File: src/rtl/audio_pkg.sv
// Shared audio definitions: default sample width, I2S receiver states and
// channel encodings used by the codec interface blocks.
package audio_pkg;

  localparam int unsigned AUDIO_DATA_W = 16;

  typedef enum logic [1:0] {
    WAIT_SYNC = 2'd0,
    SKIP      = 2'd1,
    SHIFT     = 2'd2,
    HOLD      = 2'd3
  } rx_state_e;

  localparam logic CH_LEFT  = 1'b0;
  localparam logic CH_RIGHT = 1'b1;

endpackage

File: src/rtl/audio_adc_rx_sync_edge.sv
// sync_edge: 2-FF synchronizer for one edge-detected signal plus a bundle of
// level-only signals. rise pulses for one clk cycle after the synchronized
// edge_in goes high.
module sync_edge #(
  parameter int unsigned W = 1
) (
  input  logic         clk,
  input  logic         rst_n,
  input  logic         edge_in,
  input  logic [W-1:0] din,
  output logic [W-1:0] dout,
  output logic         rise
);

  logic [W-1:0] din_meta;
  logic         edge_meta;
  logic         edge_sync;
  logic         edge_prev;

  // Two-stage synchronizer for all inputs, one extra stage on the edge signal.
  always_ff @(posedge clk or negedge rst_n) begin
    if (!rst_n) begin
      din_meta  <= '0;
      dout      <= '0;
      edge_meta <= 1'b0;
      edge_sync <= 1'b0;
      edge_prev <= 1'b0;
    end else begin
      din_meta  <= din;
      dout      <= din_meta;
      edge_meta <= edge_in;
      edge_sync <= edge_meta;
      edge_prev <= edge_sync;
    end
  end

  assign rise = edge_sync & ~edge_prev;

endmodule

File: src/rtl/audio_adc_rx.sv
// audio_adc_rx: I2S ADC receiver. Captures left/right words on codec bit-clock
// rises (oversampled by clk), presents complete pairs on a valid/ready output
// with a sticky overrun flag. Optional peak meter: AUDIO_ADC_RX_PEAK_EN.
module audio_adc_rx
  import audio_pkg::*;
#(
  parameter int unsigned DATA_W       = AUDIO_DATA_W,
  parameter int unsigned PEAK_DECAY_W = 22
) (
  input  logic              clk,
  input  logic              rst_n,
  input  logic              aud_bclk,
  input  logic              aud_adclrck,
  input  logic              aud_adcdat,
  output logic [DATA_W-1:0] ldata,
  output logic [DATA_W-1:0] rdata,
  output logic              out_valid,
  input  logic              out_ready,
  output logic              overrun,
  input  logic              clr_overrun,
  output logic [3:0]        peak_l,
  output logic [3:0]        peak_r
);

  localparam int unsigned CNT_W = $clog2(DATA_W + 1);

  logic [1:0]        pins_s;
  logic              bclk_rise;
  logic              lrck_s;
  logic              dat_s;

  rx_state_e         state, state_n, eff_state;
  logic [CNT_W-1:0]  bitcnt, bitcnt_n;
  logic [DATA_W-1:0] shreg, shreg_n;
  logic [DATA_W-1:0] l_reg, l_reg_n;
  logic [DATA_W-1:0] r_reg, r_reg_n;
  logic              left_flag, left_flag_n;
  logic              pair_stb, pair_stb_n;
  logic              lrck_q, lrck_vld, lrck_chg;

  sync_edge #(.W(2)) u_sync (
    .clk     (clk),
    .rst_n   (rst_n),
    .edge_in (aud_bclk),
    .din     ({aud_adcdat, aud_adclrck}),
    .dout    (pins_s),
    .rise    (bclk_rise)
  );

  assign lrck_s = pins_s[0];
  assign dat_s  = pins_s[1];

  // Receiver state and capture registers.
  always_ff @(posedge clk or negedge rst_n) begin
    if (!rst_n) begin
      state     <= WAIT_SYNC;
      bitcnt    <= '0;
      shreg     <= '0;
      l_reg     <= '0;
      r_reg     <= '0;
      left_flag <= 1'b0;
      pair_stb  <= 1'b0;
      lrck_q    <= 1'b0;
      lrck_vld  <= 1'b0;
    end else begin
      state     <= state_n;
      bitcnt    <= bitcnt_n;
      shreg     <= shreg_n;
      l_reg     <= l_reg_n;
      r_reg     <= r_reg_n;
      left_flag <= left_flag_n;
      pair_stb  <= pair_stb_n;
      if (bclk_rise) begin
        lrck_q   <= lrck_s;
        lrck_vld <= 1'b1;
      end
    end
  end

  // Next-state and word assembly, evaluated on each bit-clock rise.
  always_comb begin
    state_n     = state;
    bitcnt_n    = bitcnt;
    shreg_n     = shreg;
    l_reg_n     = l_reg;
    r_reg_n     = r_reg;
    left_flag_n = left_flag;
    pair_stb_n  = 1'b0;
    eff_state   = state;
    lrck_chg    = 1'b0;
    if (bclk_rise) begin
      lrck_chg = lrck_vld && (lrck_s != lrck_q);
      // The rise that first shows a new lrck level is itself the I2S delay
      // slot, so it is consumed as SKIP in that same event.
      if (lrck_chg) eff_state = SKIP;
      case (eff_state)
        SKIP: begin
          state_n  = SHIFT;
          bitcnt_n = '0;
        end
        SHIFT: begin
          shreg_n  = {shreg[DATA_W-2:0], dat_s};
          bitcnt_n = bitcnt + CNT_W'(1);
          if (bitcnt == CNT_W'(DATA_W - 1)) begin
            state_n = HOLD;
            if (lrck_s == CH_LEFT) begin
              l_reg_n     = shreg_n;
              left_flag_n = 1'b1;
            end else if (lrck_s == CH_RIGHT && left_flag) begin
              r_reg_n     = shreg_n;
              left_flag_n = 1'b0;
              pair_stb_n  = 1'b1;
            end
          end
        end
        default: ;
      endcase
    end
  end

  // Output pair register with valid/ready handshake and sticky overrun.
  always_ff @(posedge clk or negedge rst_n) begin
    if (!rst_n) begin
      ldata     <= '0;
      rdata     <= '0;
      out_valid <= 1'b0;
      overrun   <= 1'b0;
    end else begin
      if (pair_stb) begin
        ldata     <= l_reg;
        rdata     <= r_reg;
        out_valid <= 1'b1;
      end else if (out_valid && out_ready) begin
        out_valid <= 1'b0;
      end
      overrun <= (pair_stb && out_valid && !out_ready) || (overrun && !clr_overrun);
    end
  end

`ifdef AUDIO_ADC_RX_PEAK_EN
  logic [PEAK_DECAY_W-1:0] decay_cnt;
  logic [3:0]              lvl_l, lvl_r;
  logic [3:0]              peak_l_dec, peak_r_dec;
  logic [3:0]              peak_l_nxt, peak_r_nxt;

  function automatic logic [3:0] level_of(input logic [DATA_W-1:0] s);
    logic [DATA_W-1:0] mag;
    mag = s;
    if (s[DATA_W-1]) begin
      if (s[DATA_W-2:0] == '0) mag = {1'b0, {(DATA_W-1){1'b1}}};
      else                     mag = '0 - s;
    end
    return 4'(mag >> (DATA_W - 5));
  endfunction

  // Peak update: decay on counter wrap first, then take the max with the new pair.
  always_comb begin
    lvl_l      = level_of(l_reg);
    lvl_r      = level_of(r_reg);
    peak_l_dec = ((&decay_cnt) && peak_l != 4'd0) ? peak_l - 4'd1 : peak_l;
    peak_r_dec = ((&decay_cnt) && peak_r != 4'd0) ? peak_r - 4'd1 : peak_r;
    peak_l_nxt = peak_l_dec;
    peak_r_nxt = peak_r_dec;
    if (pair_stb) begin
      if (lvl_l > peak_l_dec) peak_l_nxt = lvl_l;
      if (lvl_r > peak_r_dec) peak_r_nxt = lvl_r;
    end
  end

  // Free-running decay timer and peak registers.
  always_ff @(posedge clk or negedge rst_n) begin
    if (!rst_n) begin
      decay_cnt <= '0;
      peak_l    <= '0;
      peak_r    <= '0;
    end else begin
      decay_cnt <= decay_cnt + 1'b1;
      peak_l    <= peak_l_nxt;
      peak_r    <= peak_r_nxt;
    end
  end
`else
  assign peak_l = '0;
  assign peak_r = '0;
`endif

endmodule

File: config.mk
export PLATFORM = sky130hd
export DESIGN_NAME = audio_adc_rx
export DESIGN_NICKNAME = d
export VERILOG_FILES = /design/src/rtl/audio_pkg.sv /design/src/rtl/audio_adc_rx_sync_edge.sv /design/src/rtl/audio_adc_rx.sv
export SDC_FILE = /design/constraint.sdc
export NUM_CORES = 1
export LEC_CHECK = 0
export ABC_AREA = 1
export ABC_CLOCK_PERIOD_IN_PS = 2200
export BUFFER_PORTS_ARGS = -buffer_cell sky130_fd_sc_hd__buf_2
export CORE_ASPECT_RATIO = 0.75
export CORE_MARGIN = 4
export CORE_UTILIZATION = 35
export DETAILED_ROUTE_END_ITERATION = 16
export HOLD_SLACK_MARGIN = 0.08
export PLACE_DENSITY = 0.53
export SLEW_MARGIN = 20
export SYNTH_ARGS = -nofsm -noshare
export SYNTH_HDL_FRONTEND = slang
export SYNTH_HIERARCHICAL = 1
export SYNTH_SLANG_ARGS = --single-unit
File: constraint.sdc
create_clock -name clk -period 2.2 [get_ports clk]
set_input_delay 0.44 -clock clk [delete_from_list [all_inputs] [get_ports clk]]
set_output_delay 0.44 -clock clk [all_outputs]
set_load 0.02 [all_outputs]
==> results.yml, run 1 <==
outcome:
  status: "completed"
yosys:
  avgSynthCellArea_sq_um: 9.59
  yosys_register_bits: 99
  yosysWarnings: 6
  synth_edf_count: 0
  ys_types: 24
  syn_inst: 400
  synth_area_sq_um: 3840
  synth_seq_area_share: 0.646
  synth-main-ff-cell: "dfrtp_1"
  async_flop_share: 1.00
timing:
  finClkSkew_ns: 0.00964
  finalCriticalPeriod_ns: 1.87
  finalHoldViolCount: 0
  fin_tns_setup_ns: 0
  rsz0062_at_grt: "false"
  clock.fmax_mhz: 534
  maxSlewViolCount: 0
  period_share: 0.851
  setup_viol: 0
cells_and_area:
  multiInputGateArea_sq_um: 1060
  syn_to_final_growth_pct: 16.2
  layout_common_cells: "129 x nand2_1, 99 x dfrtp_1, 68 x o21ai_0"
  fin_nets: 454
  final_util: 0.425
  area.sequential_sq_um: 2480
  drive_gt1_frac: 0.150
  fill_cells: 1044
  n_antenna_cell: 0
  layout_commonest_cell: "nand2_1"
floorplan:
  placementRows: 32
  start_util: 0.366
  num_io_pins: 49
  die_h_microns: 98.7
  die_area_sq_um: 12700
  core_area_sq_um: 10500
  die_w_microns: 129
global_routing:
  track_usage: 0.124
  grt_max_degree: 50
  gr-total-overflow: 0
  grt_antenna_before_repair: 0
  grt_pass1_vias: 2618
  grt_pass1_wl_mm: 12.5
power_and_ir_drop:
  totalPowerFinal_w: 0.00361
  peakVddDrop_mv: 0.355
  power.density_nw_per_um2: 809
  p_leak_nw: 2.25
drt:
  wl_met1_mm: 3.26
  top_layer_used: "met4"
  firstDrtPassIters: 4
  wl_mm: 7.08
  num_vias: 2546
  routedWlPerCell_microns: 12.2
  postRouteAntennaNets: 0
  drt_iter0_markers: 171
  dr_wl_met3_microns: 316
  wl_met2_mm: 3.40
  drt-vias-per-instance: 4.37
  drcViolationCount: 0
job:
  max_cap_viol_count: 0
clock_network:
  cts_buffers: 9
  cts.sinks: 99
  clockBufferDepth: 2
  cts-root-buf: "clkbuf_16"
  clk_pin_slew_ns: 0.07
  cts_setup_buffers: 0
  cts_tree: "done"
  clock_latency_ns: 0.34
  cts_hold_buf: 1
  post_cts_resize_count: 0
  h-tree-depth: 3
placed_design:
  place_hpwl_mm: 4.79
  place.gp.congestion: 0.736
  port_buffers: 40
worst_setup_path:
  critPathRequiredTime_ns: 2.45
  crit_start: "u_sync/dout[0]"
  r2r-start: "u_sync/dout[0]"
  crit_fanout: 32
  arrival_ns: 2.12
  path_class: "flip-flop to flip-flop"
  end_kind: "flip-flop"
  cp-start-kind: "flip-flop"
worst_hold_path:
  min_from: "aud_adcdat"
  hp-class: "primary input to flip-flop"
metal layers:
layer  up-vias  GRT usage
li1       1299          -
met1      1195      0.153
met2        42      0.202
met3        10     0.0417
met4         0     0.0436
met5         -          0
power by group:
part           internal [W]  switching [W]
registers           0.00188      0.0000511
clock network      0.000803       0.000653
logic             0.0000670       0.000153
total               0.00275       0.000857
worst max-delay path: stages (launching register included):
cell and delay, ns:
dfrtp_1 0.44, nor2_1 0.12, nor3_1 0.07, nor2_1 0.18, ha_1 0.33, nand2_1 0.15
nor3_4 0.16, buf_12 0.19, nand2_1 0.06, o21ai_0 0.08
synth_stat cells (2+ instances only):
library cell  count  area (sq um)
nor2_1            7          26.3
nand2_1         129           484
dfrtp_1          99          2480
o22ai_1           2          12.5
buf_2             6          30.0
ha_1              5          62.6
buf_4            10          75.1
nand3_1           3          15.0
inv_1            50           188
o21ai_0          68           340
clkbuf_1          7          26.3
nor3_1            2          10.0
cells by family (layout without fill, tap and decap cells):
| logic type | Yosys count | count (layout) | share of synthesized area |
|---|---|---|---|
| compound gates | 71 | 71 | 0.0932 |
| other cells | 1 | 8 | 0.000977 |
| buf+inv | 75 | 115 | 0.0854 |
| flops | 99 | 99 | 0.646 |
| simple gates | 148 | 148 | 0.156 |
| mux | 1 | 1 | 0.00261 |
| fa+ha+maj | 5 | 5 | 0.0163 |
final cells by class:
| type | instances | share of cell area |
|---|---|---|
| clock buffers | 13 | 0.0561 |
| clock inverters | 3 | 0.00505 |
| inverters | 51 | 0.0429 |
| multi-input cells | 233 | 0.237 |
| flip-flops and latches | 99 | 0.555 |
| well taps | 136 | 0.0381 |
| repair buffers | 48 | 0.0651 |
per-stage QoR:
step	instance area, sq um	setup slack [ns]	hold WS (ns)	std cells
floorplan	3860	0.523	0.144	407
global placement	4180	0.435	0.334	566
detailed placement	4180	0.316	0.340	566
CTS	4460	0.297	0.189	583
global route	4460	0.0864	0.186	583
finish	4460	0.328	0.206	583
final timing paths:
path | cells after the start | slack (ns) | to
min in group asynchronous | 2 | 0.62 | rdata[2]
worst max register to register | 9 | 0.33 | r_reg[11]
worst min register to register | 0 | 0.35 | u_sync/dout[0]
worst min-delay path | 1 | 0.21 | u_sync/din_meta[1]
worst max-delay path | 9 | 0.33 | r_reg[11]
max in group asynchronous | 3 | 0.87 | state[1]
(Power assumes the default switching activity.)
==> run 2, diff against run 1 <==
--- a/config.mk
+++ b/config.mk
@@ -17,5 +17,4 @@
 export SLEW_MARGIN = 20
 export SYNTH_ARGS = -nofsm -noshare
 export SYNTH_HDL_FRONTEND = slang
-export SYNTH_HIERARCHICAL = 1
 export SYNTH_SLANG_ARGS = --single-unit
==> run 2 against run 1 <==
Net effect: critical endpoint is now l_reg[12]; clock-buffer cell count unchanged; synthesized cell count up 4.8%; via count grew 9.0%; core utilization fell by 0.66 points; die area increased by 3.1%; critical path depth is 1 higher; clock power rose by 14%; combinational power rose by 2%; sequential power about the same; final cell count up 3.8%.
==> results.yml, run 2 <==
worst_setup_path:
  r2r-start: "u_sync.dout[0]"
  reg2reg_to: "l_reg[12]"
  path_class: "flip-flop to flip-flop"
  reg2reg_depth: 10
  crit_fanout: 21
  cp-start-kind: "flip-flop"
  arrival_ns: 2.26
  r2r_slack_ns: 0.22
  critPathRequiredTime_ns: 2.48
  end_kind: "flip-flop"
drt:
  routedWlPerCell_microns: 12.5
  num_vias: 2774
  postRouteAntennaNets: 0
  wl_mm: 7.59
  drt-vias-per-instance: 4.59
  drcViolationCount: 0
  firstDrtPassIters: 4
  drt_iter0_markers: 160
floorplan:
  die_h_microns: 100
  num_io_pins: 49
  start_util: 0.361
  die_w_microns: 131
  placementRows: 33
  die_area_sq_um: 13100
  core_area_sq_um: 11000
job:
  max_cap_viol_count: 0
timing:
  period_share: 0.901
  finalHoldViolCount: 0
  clock.fmax_mhz: 505
  fin_tns_setup_ns: 0
  whs_ns: 0.207
  finClkSkew_ns: 0.00719
  setup_viol: 0
  worstMarginPinSlew_ns: 0.790
  maxSlewViolCount: 0
  rsz0062_at_grt: "false"
  max_slew_margin: 0.473
  finalCriticalPeriod_ns: 1.98
clock_network:
  cts.sinks: 99
  post_cts_resize_count: 0
  cts-root-buf: "clkbuf_16"
  clockBufferDepth: 2
  cts_buffers: 9
  cts_hold_buf: 1
  clk_pin_slew_ns: 0.06
  clock_latency_ns: 0.34
  h-tree-depth: 3
  cts_setup_buffers: 0
  cts_tree: "done"
yosys:
  yosysWarnings: 0
  synth_seq_area_share: 0.624
  synth.largest_area_cell: "dfrtp_1"
  ys_types: 24
  syn_inst: 419
  avgSynthCellArea_sq_um: 9.47
  async_flop_share: 1.00
  synth_edf_count: 0
  synth_area_sq_um: 3970
  yosysTopAreaCellShare: 0.624
  synth.area.top_cells: "dfrtp_1 62%, nand2_1 18%, o21ai_0 3.9%"
  synth.most_common_cell: "nand2_1"
  synthTopCellsByCount: "193 x nand2_1, 99 x dfrtp_1, 31 x o21ai_0"
  yosys_register_bits: 99
  synth-main-ff-cell: "dfrtp_1"
placed_design:
  place_hpwl_mm: 5.29
  place.gp.congestion: 0.737
  port_buffers: 40
  dp_cells: 589
global_routing:
  track_usage: 0.128
  grt_pass1_vias: 2736
  grt_pass1_wl_mm: 13.2
  gr-total-overflow: 0
  grt_max_degree: 44
  grt_antenna_before_repair: 0
cells_and_area:
  area.sequential_sq_um: 2480
  syn_to_final_growth_pct: 15.9
  fill_cells: 1116
  final_cells: 605
  layout_commonest_cell: "nand2_1"
  n_antenna_cell: 0
  multiInputGateArea_sq_um: 1260
  drive_gt1_frac: 0.155
  layout_common_cells: "193 x nand2_1, 99 x dfrtp_1, 39 x buf_2"
  fin_nets: 473
power_and_ir_drop:
  power.density_nw_per_um2: 831
  switching_power_w: 0.000848
  peakVddDrop_mv: 0.615
  combinationalPowerShare: 0.059
  power.internal_w: 0.00297
  power_frac_seq: 0.508
  totalPowerFinal_w: 0.00382
  switching_share: 0.222
  pwr-share-clk: 0.433
  p_leak_nw: 2.52
worst_hold_path:
  min_from: "aud_adclrck"
  hp-class: "primary input to flip-flop"
  min_to: "u_sync.din_meta[0]"
  min_path_cells: 1
outcome:
  status: "completed"
==> run 2: changes by cell type after synthesis, moves of 2 or more <==
| cell | delta |
|---|---|
| nor3_1 | -2 |
| nand2_1 | +64 |
| inv_1 | -27 |
| buf_2 | -2 |
| o21ai_2 | +3 |
| a21oi_1 | +2 |
| nand3_4 | +2 |
| nand4_1 | +16 |
| o21ai_0 | -37 |
| buf_6 | +2 |
==> run 2: kinds of logic (layout without fill, tap and decap cells) <==
| kind of cell | Yosys count | count (layout) | share of synthesized area |
|---|---|---|---|
| other cells | 1 | 8 | 0.000945 |
| flops | 99 | 99 | 0.624 |
| compound gates | 37 | 37 | 0.0498 |
| simple gates | 228 | 228 | 0.245 |
| fa+ha+maj | 5 | 5 | 0.0158 |
| buf+inv | 49 | 88 | 0.0637 |
==> run 2: power groups by stage <==
stage | Sequential, W | Clock, W | Combinational (W)
floorplan | 0.00196 | 0 | 0.000158
global placement | 0.00197 | 0 | 0.000221
detailed placement | 0.00198 | 0 | 0.000228
CTS | 0.00194 | 0.00170 | 0.000230
global route | 0.00195 | 0.00178 | 0.000265
finish | 0.00194 | 0.00166 | 0.000224
==> run 2: layer usage <==
layer / GRT usage / share of wire / vias up
met4: 0.0379 / 0.013 / 0
met1: 0.175 / 0.48 / 1349
met3: 0.0420 / 0.038 / 11
met5: 0 / 0 / -
met2: 0.195 / 0.47 / 37
li1: - / - / 1377
==> run 2: metrics by stage <==
stage          utilization  setup slack (ns)  instance area [sq um]
2_1_floorplan            -             0.546                   3990
3_3_place_gp         0.389             0.246                   4280
3_5_place_dp         0.389             0.225                   4280
4_1_cts              0.419             0.202                   4600
5_1_grt              0.419            0.0153                   4600
6_report             0.419             0.218                   4600
==> run 2: how the worst max path moves through the flow <==
stage,start,endpoint,slack (ns)
after floorplan,u_sync.dout[0],l_reg[10],0.55
after global placement,u_sync.dout[0],l_reg[12],0.25
after detailed placement,u_sync.dout[0],l_reg[12],0.22
after CTS,u_sync.dout[0],l_reg[12],0.20
after global routing,u_sync.dout[0],l_reg[12],0.02
final,u_sync.dout[0],l_reg[12],0.22
==> run 2: worst max-delay path, stage by stage, from the launching register on <==
cell and delay (ns):
dfrtp_1 0.43, nand2_1 0.08, nand2_1 0.06, nor2_1 0.05, nor2_1 0.17, ha_1 0.26, inv_1 0.11, nor2_4 0.25
buf_4 0.29, nand4_1 0.13, nand2_1 0.10
==> run 2: area by class of cell <==
type,instances,area share
sequential,99,0.539
multi-input combinational,278,0.275
timing repair buffer,48,0.0604
clock buffer,13,0.0544
tap,140,0.0381
inverter,25,0.0204
clock inverter,2,0.0131
==> run 3, diff against run 2 <==
==> constraint.sdc (replaced) <==
create_clock -name clk -period 2.2 [get_ports clk]
set_input_delay 0.33 -clock clk [delete_from_list [all_inputs] [get_ports clk]]
set_output_delay 0.33 -clock clk [all_outputs]
set_load 0.02 [all_outputs]
==> run 3 against run 2 <==
Net effect: sequential share of layout area is 0.29 points lower; global-route usage grew 0.25 points; die area did not move; wire length increased by 1.4%.
==> results.yml, run 3 (same netlist as run 2, synthesis figures left out) <==
outcome:
  status: "completed"
drt:
  wl_mm: 7.70
  num_vias: 2792
  firstDrtPassIters: 4
  drt_iter0_markers: 140
  drt-vias-per-instance: 4.58
  drcViolationCount: 0
  routedWlPerCell_microns: 12.6
  postRouteAntennaNets: 0
clock_network:
  clockBufferDepth: 2
  cts_tree: "done"
  cts_buffers: 9
  clock_latency_ns: 0.34
  h-tree-depth: 3
  cts-root-buf: "clkbuf_16"
  clk_pin_slew_ns: 0.07
  cts.sinks: 99
worst_setup_path:
  crit_fanout: 17
  end_kind: "flip-flop"
  r2r_slack_ns: 0.29
  arrival_ns: 2.13
  cp-start-kind: "flip-flop"
  critPathRequiredTime_ns: 2.42
  reg2reg_depth: 11
  path_class: "flip-flop to flip-flop"
  r2r-start: "u_sync.dout[0]"
  reg2reg_to: "l_reg[0]"
placed_design:
  place.gp.congestion: 0.758
  place_hpwl_mm: 5.22
  port_buffers: 40
power_and_ir_drop:
  power.density_nw_per_um2: 795
  p_leak_nw: 2.53
  peakVddDrop_mv: 0.377
  totalPowerFinal_w: 0.00367
global_routing:
  use_met3: 0.0378
  busiest_layer: "met2"
  gr-total-overflow: 0
  grt_antenna_before_repair: 0
  grt_pass1_vias: 2829
  use_met2: 0.209
  grt_max_degree: 48
  track_usage: 0.130
  grt_util_met1: 0.170
  grt_pass1_wl_mm: 13.5
timing:
  maxSlewViolCount: 0
  fin_tns_setup_ns: 0
  clock.fmax_mhz: 525
  finClkSkew_ns: 0.00634
  finalCriticalPeriod_ns: 1.91
  max_slew_margin: 0.427
  finalHoldViolCount: 0
  worstMarginPinSlew_ns: 0.859
  setup_viol: 0
  period_share: 0.866
  rsz0062_at_grt: "false"
floorplan:
  start_util: 0.361
  die_area_sq_um: 13100
  die_h_microns: 100
  num_io_pins: 49
  core_area_sq_um: 11000
  die_w_microns: 131
  placementRows: 33
worst_hold_path:
  min_from: "aud_adclrck"
  hp-class: "primary input to flip-flop"
  min_to: "u_sync.din_meta[0]"
  min_path_cells: 1
cells_and_area:
  syn_to_final_growth_pct: 16.5
  layout_common_cells: "193 x nand2_1, 99 x dfrtp_1, 39 x buf_2"
  layout_commonest_cell: "nand2_1"
  n_antenna_cell: 0
  fin_nets: 476
  drive_gt1_frac: 0.162
job:
  max_cap_viol_count: 0
-- run 3: cell count changes in the layout (fill, tap and decap cells not counted) --
cell	delta
buf_12	+1
buf_4	-1
buf_6	+1
bufinv_16	-2
clkbuf_1	-2
clkbuf_8	+2
clkinv_2	+1
clkinv_4	+1
clkinvlp_4	+1
dlygate4sd3_1	+2
-- run 3: area by class of cell --
class,count,area (sq um)
Fill cell,1088,6360
Sequential cell,99,2480
Multi-Input combinational cell,278,1260
Timing Repair Buffer,51,322
Clock buffer,13,270
Tap cell,140,175
Inverter,25,93.8
Clock inverter,3,21.3
-- run 3: timing repair --
| action | in CTS | in global routing |
|---|---|---|
| setup endpoints to repair | 0 | 14 |
| buffers inserted | 0 | 1 |
| gates resized for setup | 0 | 1 |
| hold buffers | 3 | 0 |
| hold endpoints to repair | 47 | 0 |
-- run 3: worst max-delay path by stage --
stage / from / to
after floorplan: u_sync.dout[0] / l_reg[10]
after global placement: u_sync.dout[0] / l_reg[6]
after detailed placement: u_sync.dout[0] / l_reg[4]
after CTS: u_sync.dout[0] / l_reg[12]
after global routing: u_sync.dout[0] / r_reg[9]
final: u_sync.dout[0] / l_reg[0]
-- run 3: stage by stage --
stage	setup WS (ns)	area (sq um)	utilization	std cells	hold slack, ns
2_1_floorplan	0.546	3990	-	426	0.0344
3_3_place_gp	0.246	4280	0.389	589	0.332
3_5_place_dp	0.206	4280	0.389	589	0.340
4_1_cts	0.193	4600	0.419	608	0.0828
5_1_grt	0.0274	4620	0.421	609	0.0838
6_report	0.295	4620	0.421	609	0.0929
-- run 3: metal layers --
layer | up-vias | share of wire
li1 | 1387 | -
met1 | 1344 | 0.47
met2 | 48 | 0.48
met3 | 13 | 0.036
met4 | 0 | 0.017
met5 | - | 0
-- run 3: critical path, stage by stage (launching register included) --
cell     delay [ns]
dfrtp_1        0.43
nand2_1        0.08
nand2_1        0.06
nor2_1         0.05
nor2_1         0.18
ha_1           0.25
inv_1          0.10
nor2_4         0.11
buf_12         0.14
nand3_4        0.21
nand2_1        0.12
nand2_1        0.06
-- run 3: report_power, final --
part | switching, W | total [W] | internal [W]
clock | 0.000639 | 0.00150 | 0.000859
combinational | 0.000157 | 0.000234 | 0.0000772
sequential | 0.0000601 | 0.00194 | 0.00188
total | 0.000856 | 0.00367 | 0.00282
